===== config.mk =====
export PLATFORM = sky130hd
export DESIGN_NAME = load_store_buffer
export DESIGN_NICKNAME = d
export VERILOG_FILES = /design/src/rtl/lsb_pkg.sv /design/src/rtl/lsb_ptr_ctrl.sv /design/src/rtl/load_store_buffer.sv
export SDC_FILE = /design/constraint.sdc
export NUM_CORES = 2
export LEC_CHECK = 0
export CAP_MARGIN = 20
export CORE_MARGIN = 5
export CORE_UTILIZATION = 60
export CTS_CLUSTER_DIAMETER = 200
export CTS_CLUSTER_SIZE = 20
export DETAILED_ROUTE_END_ITERATION = 10
export MAX_ROUTING_LAYER = met4
export PLACE_DENSITY = 0.84
export SYNTH_ARGS = -nofsm -noshare
export SYNTH_HDL_FRONTEND = slang
export SYNTH_SLANG_ARGS = --single-unit

===== constraint.sdc =====
create_clock -name clk_in -period 36 [get_ports clk_in]
set_input_delay 3.6 -clock clk_in [delete_from_list [all_inputs] [get_ports clk_in]]
set_output_delay 3.6 -clock clk_in [all_outputs]
set_load 0.005 [all_outputs]

===== src/rtl/lsb_pkg.sv =====
// Shared types for the load/store buffer: queue entry record, access size
// encoding, FSM states and the CDB snoop helper.
package lsb_pkg;

    // Storage width for ROB tags inside an entry; ROB_W of the buffer must not exceed it.
    localparam int ROB_TAG_W = 8;

    localparam logic [1:0] SZ_BYTE   = 2'd0;
    localparam logic [1:0] SZ_HALF   = 2'd1;
    localparam logic [1:0] SZ_WORD   = 2'd2;
    localparam int         SZ_SIGNED = 2;

    typedef enum logic {
        ST_IDLE = 1'b0,
        ST_WAIT = 1'b1
    } lsb_state_e;

    typedef struct packed {
        logic                 valid;
        logic                 wr;
        logic [2:0]           size;
        logic [31:0]          rs1_val;
        logic [ROB_TAG_W-1:0] rs1_tag;
        logic                 rs1_rdy;
        logic [31:0]          rs2_val;
        logic [ROB_TAG_W-1:0] rs2_tag;
        logic                 rs2_rdy;
        logic [31:0]          imm;
        logic [ROB_TAG_W-1:0] rob_id;
    } lsb_entry_t;

    // Capture a CDB broadcast into any operand still waiting on that tag.
    function automatic lsb_entry_t lsb_snoop(
        input lsb_entry_t           e,
        input logic                 bus_valid,
        input logic [ROB_TAG_W-1:0] bus_tag,
        input logic [31:0]          bus_value
    );
        lsb_entry_t r;
        r = e;
        if (bus_valid && !e.rs1_rdy && (e.rs1_tag == bus_tag)) begin
            r.rs1_val = bus_value;
            r.rs1_rdy = 1'b1;
        end
        if (bus_valid && !e.rs2_rdy && (e.rs2_tag == bus_tag)) begin
            r.rs2_val = bus_value;
            r.rs2_rdy = 1'b1;
        end
        return r;
    endfunction

endpackage


===== src/rtl/lsb_ptr_ctrl.sv =====
// Head/tail/count bookkeeping for the load/store buffer ring, including flush.
module lsb_ptr_ctrl #(
    parameter int DEPTH = 8,
    parameter int PTR_W = $clog2(DEPTH)
) (
    input  logic             clk_in,
    input  logic             rst_in,
    input  logic             rdy_in,
    input  logic             flush,
    input  logic             push,
    input  logic             pop,
    output logic [PTR_W-1:0] head,
    output logic [PTR_W-1:0] tail,
    output logic [PTR_W:0]   count,
    output logic             empty
);

    logic [PTR_W-1:0] head_reg, head_next;
    logic [PTR_W-1:0] tail_reg, tail_next;
    logic [PTR_W:0]   count_reg, count_next;
    logic             full;
    logic             push_ok;
    logic             pop_ok;

    assign full    = (count_reg == (PTR_W+1)'(DEPTH));
    assign empty   = (count_reg == '0);
    assign push_ok = push && !full;
    assign pop_ok  = pop && !empty;

    // Pointers are exactly PTR_W bits, so DEPTH being a power of two gives the wrap for free.
    always_comb begin
        head_next  = head_reg;
        tail_next  = tail_reg;
        count_next = count_reg;
        if (flush) begin
            head_next  = '0;
            tail_next  = '0;
            count_next = '0;
        end else begin
            if (push_ok) tail_next = tail_reg + PTR_W'(1);
            if (pop_ok)  head_next = head_reg + PTR_W'(1);
            case ({push_ok, pop_ok})
                2'b10:   count_next = count_reg + (PTR_W+1)'(1);
                2'b01:   count_next = count_reg - (PTR_W+1)'(1);
                default: count_next = count_reg;
            endcase
        end
    end

    always_ff @(posedge clk_in or posedge rst_in) begin
        if (rst_in) begin
            head_reg  <= '0;
            tail_reg  <= '0;
            count_reg <= '0;
        end else if (rdy_in) begin
            head_reg  <= head_next;
            tail_reg  <= tail_next;
            count_reg <= count_next;
        end
    end

    assign head  = head_reg;
    assign tail  = tail_reg;
    assign count = count_reg;

endmodule


===== src/rtl/load_store_buffer.sv =====
// In-order load/store queue issuing one request at a time to the cache.
// Optional performance counters are built when LSB_PERF_EN is defined.
module load_store_buffer #(
    parameter int DEPTH = 8,
    parameter int ROB_W = 4
) (
    input  logic             clk_in,
    input  logic             rst_in,
    input  logic             rdy_in,
    input  logic             rob_clear,
    input  logic             in_valid,
    output logic             in_ready,
    input  logic             in_wr,
    input  logic [2:0]       in_size,
    input  logic [31:0]      in_rs1_val,
    input  logic [31:0]      in_rs2_val,
    input  logic [ROB_W-1:0] in_rs1_tag,
    input  logic [ROB_W-1:0] in_rs2_tag,
    input  logic             in_rs1_rdy,
    input  logic             in_rs2_rdy,
    input  logic [31:0]      in_imm,
    input  logic [ROB_W-1:0] in_rob_id,
    input  logic             cdb_valid,
    input  logic [ROB_W-1:0] cdb_tag,
    input  logic [31:0]      cdb_value,
    input  logic [ROB_W-1:0] rob_head_id,
    output logic             data_valid,
    output logic             data_wr,
    output logic [2:0]       data_size,
    output logic [31:0]      data_addr,
    output logic [31:0]      data_value,
    input  logic             data_ready,
    input  logic [31:0]      data_res,
    output logic             out_valid,
    output logic [ROB_W-1:0] out_rob_id,
    output logic [31:0]      out_value,
    output logic             out_is_store
`ifdef LSB_PERF_EN
    ,
    output logic [31:0]      perf_loads,
    output logic [31:0]      perf_stores,
    output logic [31:0]      perf_stall_cycles
`endif
);

    import lsb_pkg::*;

    localparam int PTR_W = $clog2(DEPTH);

    logic [PTR_W-1:0]     head, tail;
    logic [PTR_W:0]       count;
    logic                 q_empty;
    logic                 enq, deq;
    logic [ROB_TAG_W-1:0] cdb_tag_x, rob_head_x;
    lsb_entry_t           new_e, head_e;
    lsb_entry_t           entry_q [DEPTH];
    logic                 issuable;

    lsb_state_e           state_reg, state_next;
    logic                 data_valid_reg, data_valid_next;
    logic                 data_wr_reg, data_wr_next;
    logic [2:0]           data_size_reg, data_size_next;
    logic [31:0]          data_addr_reg, data_addr_next;
    logic [31:0]          data_value_reg, data_value_next;
    logic                 out_valid_reg, out_valid_next;
    logic [ROB_W-1:0]     out_rob_id_reg, out_rob_id_next;
    logic [31:0]          out_value_reg, out_value_next;
    logic                 out_is_store_reg, out_is_store_next;

    assign cdb_tag_x  = ROB_TAG_W'(cdb_tag);
    assign rob_head_x = ROB_TAG_W'(rob_head_id);
    assign in_ready   = (count != (PTR_W+1)'(DEPTH));
    assign enq        = in_valid && in_ready && !rob_clear;

    lsb_ptr_ctrl #(
        .DEPTH (DEPTH),
        .PTR_W (PTR_W)
    ) u_ptr (
        .clk_in (clk_in),
        .rst_in (rst_in),
        .rdy_in (rdy_in),
        .flush  (rob_clear),
        .push   (enq),
        .pop    (deq),
        .head   (head),
        .tail   (tail),
        .count  (count),
        .empty  (q_empty)
    );

    // Incoming entry already sees a same-cycle CDB broadcast for its operands.
    always_comb begin
        new_e         = '0;
        new_e.valid   = 1'b1;
        new_e.wr      = in_wr;
        new_e.size    = in_size;
        new_e.rs1_val = in_rs1_val;
        new_e.rs1_tag = ROB_TAG_W'(in_rs1_tag);
        new_e.rs1_rdy = in_rs1_rdy;
        new_e.rs2_val = in_rs2_val;
        new_e.rs2_tag = ROB_TAG_W'(in_rs2_tag);
        new_e.rs2_rdy = in_rs2_rdy;
        new_e.imm     = in_imm;
        new_e.rob_id  = ROB_TAG_W'(in_rob_id);
        new_e         = lsb_snoop(new_e, cdb_valid, cdb_tag_x, cdb_value);
    end

    for (genvar gi = 0; gi < DEPTH; gi++) begin : g_entry
        lsb_entry_t ent_reg, ent_next;

        // Enqueue and dequeue never target the same slot: that needs count 0 or count DEPTH.
        always_comb begin
            ent_next = ent_reg;
            if (rob_clear) begin
                ent_next.valid = 1'b0;
            end else if (enq && (tail == PTR_W'(gi))) begin
                ent_next = new_e;
            end else if (deq && (head == PTR_W'(gi))) begin
                ent_next.valid = 1'b0;
            end else if (ent_reg.valid) begin
                ent_next = lsb_snoop(ent_reg, cdb_valid, cdb_tag_x, cdb_value);
            end
        end

        always_ff @(posedge clk_in or posedge rst_in) begin
            if (rst_in) begin
                ent_reg <= '0;
            end else if (rdy_in) begin
                ent_reg <= ent_next;
            end
        end

        assign entry_q[gi] = ent_reg;
    end

    assign head_e   = entry_q[head];
    assign issuable = !q_empty && head_e.valid && head_e.rs1_rdy &&
                      (!head_e.wr || (head_e.rs2_rdy && (head_e.rob_id == rob_head_x)));

    always_comb begin
        state_next        = state_reg;
        data_valid_next   = data_valid_reg;
        data_wr_next      = data_wr_reg;
        data_size_next    = data_size_reg;
        data_addr_next    = data_addr_reg;
        data_value_next   = data_value_reg;
        out_valid_next    = 1'b0;
        out_rob_id_next   = out_rob_id_reg;
        out_value_next    = out_value_reg;
        out_is_store_next = out_is_store_reg;
        deq               = 1'b0;
        case (state_reg)
            ST_IDLE: begin
                if (issuable) begin
                    data_valid_next = 1'b1;
                    data_wr_next    = head_e.wr;
                    data_size_next  = head_e.size;
                    data_addr_next  = head_e.rs1_val + head_e.imm;
                    data_value_next = head_e.wr ? head_e.rs2_val : 32'd0;
                    state_next      = ST_WAIT;
                end
            end
            ST_WAIT: begin
                if (data_ready) begin
                    data_valid_next   = 1'b0;
                    deq               = 1'b1;
                    out_valid_next    = 1'b1;
                    out_rob_id_next   = head_e.rob_id[ROB_W-1:0];
                    out_is_store_next = head_e.wr;
                    out_value_next    = head_e.wr ? 32'd0 : data_res;
                    state_next        = ST_IDLE;
                end
            end
            default: state_next = ST_IDLE;
        endcase
        // The cache flushes on the same signal, so an in-flight request is simply dropped.
        if (rob_clear) begin
            state_next      = ST_IDLE;
            data_valid_next = 1'b0;
            out_valid_next  = 1'b0;
            deq             = 1'b0;
        end
    end

    always_ff @(posedge clk_in or posedge rst_in) begin
        if (rst_in) begin
            state_reg        <= ST_IDLE;
            data_valid_reg   <= 1'b0;
            data_wr_reg      <= 1'b0;
            data_size_reg    <= '0;
            data_addr_reg    <= '0;
            data_value_reg   <= '0;
            out_valid_reg    <= 1'b0;
            out_rob_id_reg   <= '0;
            out_value_reg    <= '0;
            out_is_store_reg <= 1'b0;
        end else if (rdy_in) begin
            state_reg        <= state_next;
            data_valid_reg   <= data_valid_next;
            data_wr_reg      <= data_wr_next;
            data_size_reg    <= data_size_next;
            data_addr_reg    <= data_addr_next;
            data_value_reg   <= data_value_next;
            out_valid_reg    <= out_valid_next;
            out_rob_id_reg   <= out_rob_id_next;
            out_value_reg    <= out_value_next;
            out_is_store_reg <= out_is_store_next;
        end
    end

    assign data_valid   = data_valid_reg;
    assign data_wr      = data_wr_reg;
    assign data_size    = data_size_reg;
    assign data_addr    = data_addr_reg;
    assign data_value   = data_value_reg;
    assign out_valid    = out_valid_reg;
    assign out_rob_id   = out_rob_id_reg;
    assign out_value    = out_value_reg;
    assign out_is_store = out_is_store_reg;

`ifdef LSB_PERF_EN
    logic [31:0] perf_loads_reg, perf_stores_reg, perf_stall_reg;

    // Counters survive rob_clear so they cover the whole run.
    always_ff @(posedge clk_in or posedge rst_in) begin
        if (rst_in) begin
            perf_loads_reg  <= '0;
            perf_stores_reg <= '0;
            perf_stall_reg  <= '0;
        end else if (rdy_in) begin
            if (deq && !head_e.wr) perf_loads_reg  <= perf_loads_reg + 32'd1;
            if (deq && head_e.wr)  perf_stores_reg <= perf_stores_reg + 32'd1;
            if ((state_reg == ST_IDLE) && !q_empty && head_e.valid && !issuable)
                perf_stall_reg <= perf_stall_reg + 32'd1;
        end
    end

    assign perf_loads        = perf_loads_reg;
    assign perf_stores       = perf_stores_reg;
    assign perf_stall_cycles = perf_stall_reg;
`endif

endmodule


==> run summary <==
Pwr per Cell Area -> 57.22 nW/um2
met2 Usage GRT -> 51.20%
main combinational cell family by area after synthesis -> multiplexers
per-cell routed wire length -> 25.92 um
slowest stage delay, CP -> 0.85 ns
CP endpoint kind -> flop
CTS clk-pin slew, worst paths -> 0.08 ns
Async SR Flop Fraction -> 100.0%
Setup TNS -> 0 ns
All-Layer GR Usage -> 33.37%
post-route setup slack -> 28.58 ns
Final setup viols -> 0
global-route met1 utilization -> 43.23%
Hold Startpoint -> out_value[23]
Synth cell types -> 60
Peak Freq -> 0.1348 GHz
yosys warns -> 0
Hold Vio Cnt, Final -> 0
vias in the first global route -> 41,509
number of port buffers -> 300
routed vias -> 40,629
switch share -> 33.56%
Root Buffer -> clkbuf_16
post-route clock skew -> 0.02792 ns
fin crit share -> 20.60%
Cells after DPL -> 5,889
adder-cell share of the synthesized area -> 1.150%
worst min path class -> reg2reg
Worst Setup Start Kind -> input pin
Crit path top cell by count -> buf_4
Post-DP HPWL -> 92,380 um
Starting Density -> 60.43%
outcome -> completed
Clock Power Share -> 20.5%
Fillers -> 6,329
most instantiated library cell after synthesis -> dfrtp_1
crit-path leading delay family -> buffers and inverters
die span in x -> 305.6 um
crit path buf inv count -> 3
GR Util met3 -> 7.678%
syn_nets -> 5,050
Max Cap Viol -> 0
Place WS -> 28.02 ns
internal power -> 0.002190 W
chip height -> 305.6 um
final RePlAce weighted congestion -> 0.9217
Final Slew Violations -> 0
crit-path cells -> clkdlybuf4s50_1, nor2_1, nand2_1, nor2_4, buf_4, o21ai_0, a21oi_4, buf_4, mux2_2
r2r startpoint -> u_ptr.head[0]
Post-CTS Setup Inserts -> 0
Cells after Synth -> 4,810
routed vias/inst -> 6.800
first-pass GRT wire length -> 240,700 um
CORE AREA -> 86,750 um2
total clock sinks -> 1,038
area delta synth->final -> 9.907%
max FFs per register -> 920
Non-Filler Instances -> 5,975
largest net degree at the start of global routing -> 170
crit-path max FO -> 71
RSZ-0062 raised after global routing -> no
Worst Max-Slew Pin Slew -> 1.125 ns
worst hold slack -> 0.4696 ns
CP max-delay cell -> buf_4
NetSw -> 0.001107 W
CTS tree -> done
compound-gate portion of the synthesized area -> 13.32%
top cell type's share of synthesized area -> 49.55%
# rows -> 108
initial antenna violation count -> 16
peak supply drop -> 0.00004080 V
Post-CTS Hold Buffers -> 0
CP arrival -> 7.97 ns
Clock Latency Late Sink -> 0.68 ns
nets -> 5,039
critical path required time -> 36.55 ns
top area cells in the synthesized netlist -> dfrtp_1, mux2_2, mux4_2
EDFF count, synth -> 0
clock buffer depth -> 3
worst setup path class -> in2reg
critical path launch point -> rob_clear
gr busiest metal -> met2
first-pass iteration count of the detailed router -> 7
combinational group share of total power -> 33.3%
DRT iter0 DRCs -> 5,331
cell taking the most area after synthesis -> dfrtp_1
Yosys reg bits -> 1,038
DRC violations left -> 0
sequential area share after synthesis -> 49.55%
WL final -> 154,900 um
die area -> 93,390 um2
total CTS buffers -> 57
min Tclk post-route -> 7.417 ns
predominant post-synthesis flop cell -> dfrtp_1
synth cell count leaders -> dfrtp_1, nand2_1, mux2_2, a21oi_1, nor2_1
mean post-synth cell area -> 10.90 um2
post-synthesis xor/xnor area fraction -> 1.754%
IO Pins -> 301
post-CTS resize count -> 0
Routed Antenna Nets -> 0
Post-Syn Area -> 52,420 um2
grt total ovfl -> 0
layout cells sized above 1 -> 19.57%
post-synthesis mux area share -> 20.70%
sequential share of power -> 46.1%
Post-Synth Simple-Gate Area -> 9.862%
Slew headroom -> 25.00%
H-tree depth -> 2
Static Leak -> 25.16 nW
cells in the final DEF, fill, tap and decap left out, types with 6 or more instances in the layout:
cell type           n
a211oi_1            7
a21o_1             24
a21oi_1           480
a21oi_4             6
a22o_1             32
a22oi_1           416
a31oi_1            37
and2_1              6
and2_2              7
and3_1             14
buf_16              6
buf_4              78
clkbuf_16          59
clkdlybuf4s50_1   300
dfrtp_1          1035
diode_2            16
ha_1               45
inv_1              21
mux2_2            529
mux2i_1            11
mux4_2            212
nand2_1           637
nand3_1            87
nand4_1            11
nor2_1            446
nor2_4              6
nor3_1             13
nor4_1             10
o21a_2              6
o21ai_0            64
o31ai_1             9
or4_1               6
xnor2_1            67
xor2_1             38
final timing paths:
kind / cells after the start / to / slack, ns
setup / recovery: 9 / entry_q[686] / 28.58
min in group asynchronous: 2 / out_value[24] / 3.43
setup reg to reg: 15 / data_addr[29] / 29.49
max in group asynchronous: 6 / entry_q[99] / 29.92
hold reg to reg: 2 / out_value[23] / 0.47
hold / removal: 2 / out_value[23] / 0.47
power groups by stage:
stage,sequential [W],combinational [W],clock (W)
after global routing,0.00155,0.00119,0.000722
after floorplan,0.00151,0.000708,0
final,0.00152,0.00110,0.000677
after global placement,0.00152,0.00103,0
after detailed placement,0.00154,0.00107,0
after CTS,0.00152,0.00108,0.000680
through the flow:
stage               power (W)  cell area (um2)  utilization, %
global placement     0.002557            55900           64.44
detailed placement   0.002610            55900           64.44
global route         0.003457            57620           66.42
CTS                  0.003277            57410           66.18
floorplan            0.002218            52420               -
finish               0.003297            57620           66.42
final cells by class:
| type | instances | area, um2 | area share (%) |
|---|---|---|---|
| Antenna cell | 16 | 40.04 | 0.06949 |
| Timing Repair Buffer | 386 | 3794 | 6.584 |
| Tap cell | 1155 | 1445 | 2.508 |
| Sequential cell | 1038 | 25990 | 45.10 |
| Clock inverter | 1 | 8.758 | 0.01520 |
| Multi-Input combinational cell | 3291 | 24740 | 42.94 |
| Clock buffer | 63 | 1501 | 2.606 |
| Inverter | 25 | 103.9 | 0.1802 |
worst min-delay path, stage by stage (launching register included):
cell,delay (ns)
dfrtp_1,0.35
nand2_1,0.05
nand2_1,0.05
kinds of logic after synthesis:
logic type,Yosys count
AO/OA/AOI/OAI,1109
XOR/XNOR,105
AND/OR/NAND/NOR,1277
multiplexers,753
flip-flops,1038
adder cells (fa/ha/maj),47
buffers and inverters,481
per-layer routing:
layer | vias up | wire length (um)
met4 | 0 | 7447
met3 | 524 | 16600
met2 | 2436 | 72430
met5 | - | 0
li1 | 17178 | -
met1 | 20491 | 58400
Note: power is estimated with default switching activity, not from simulation.
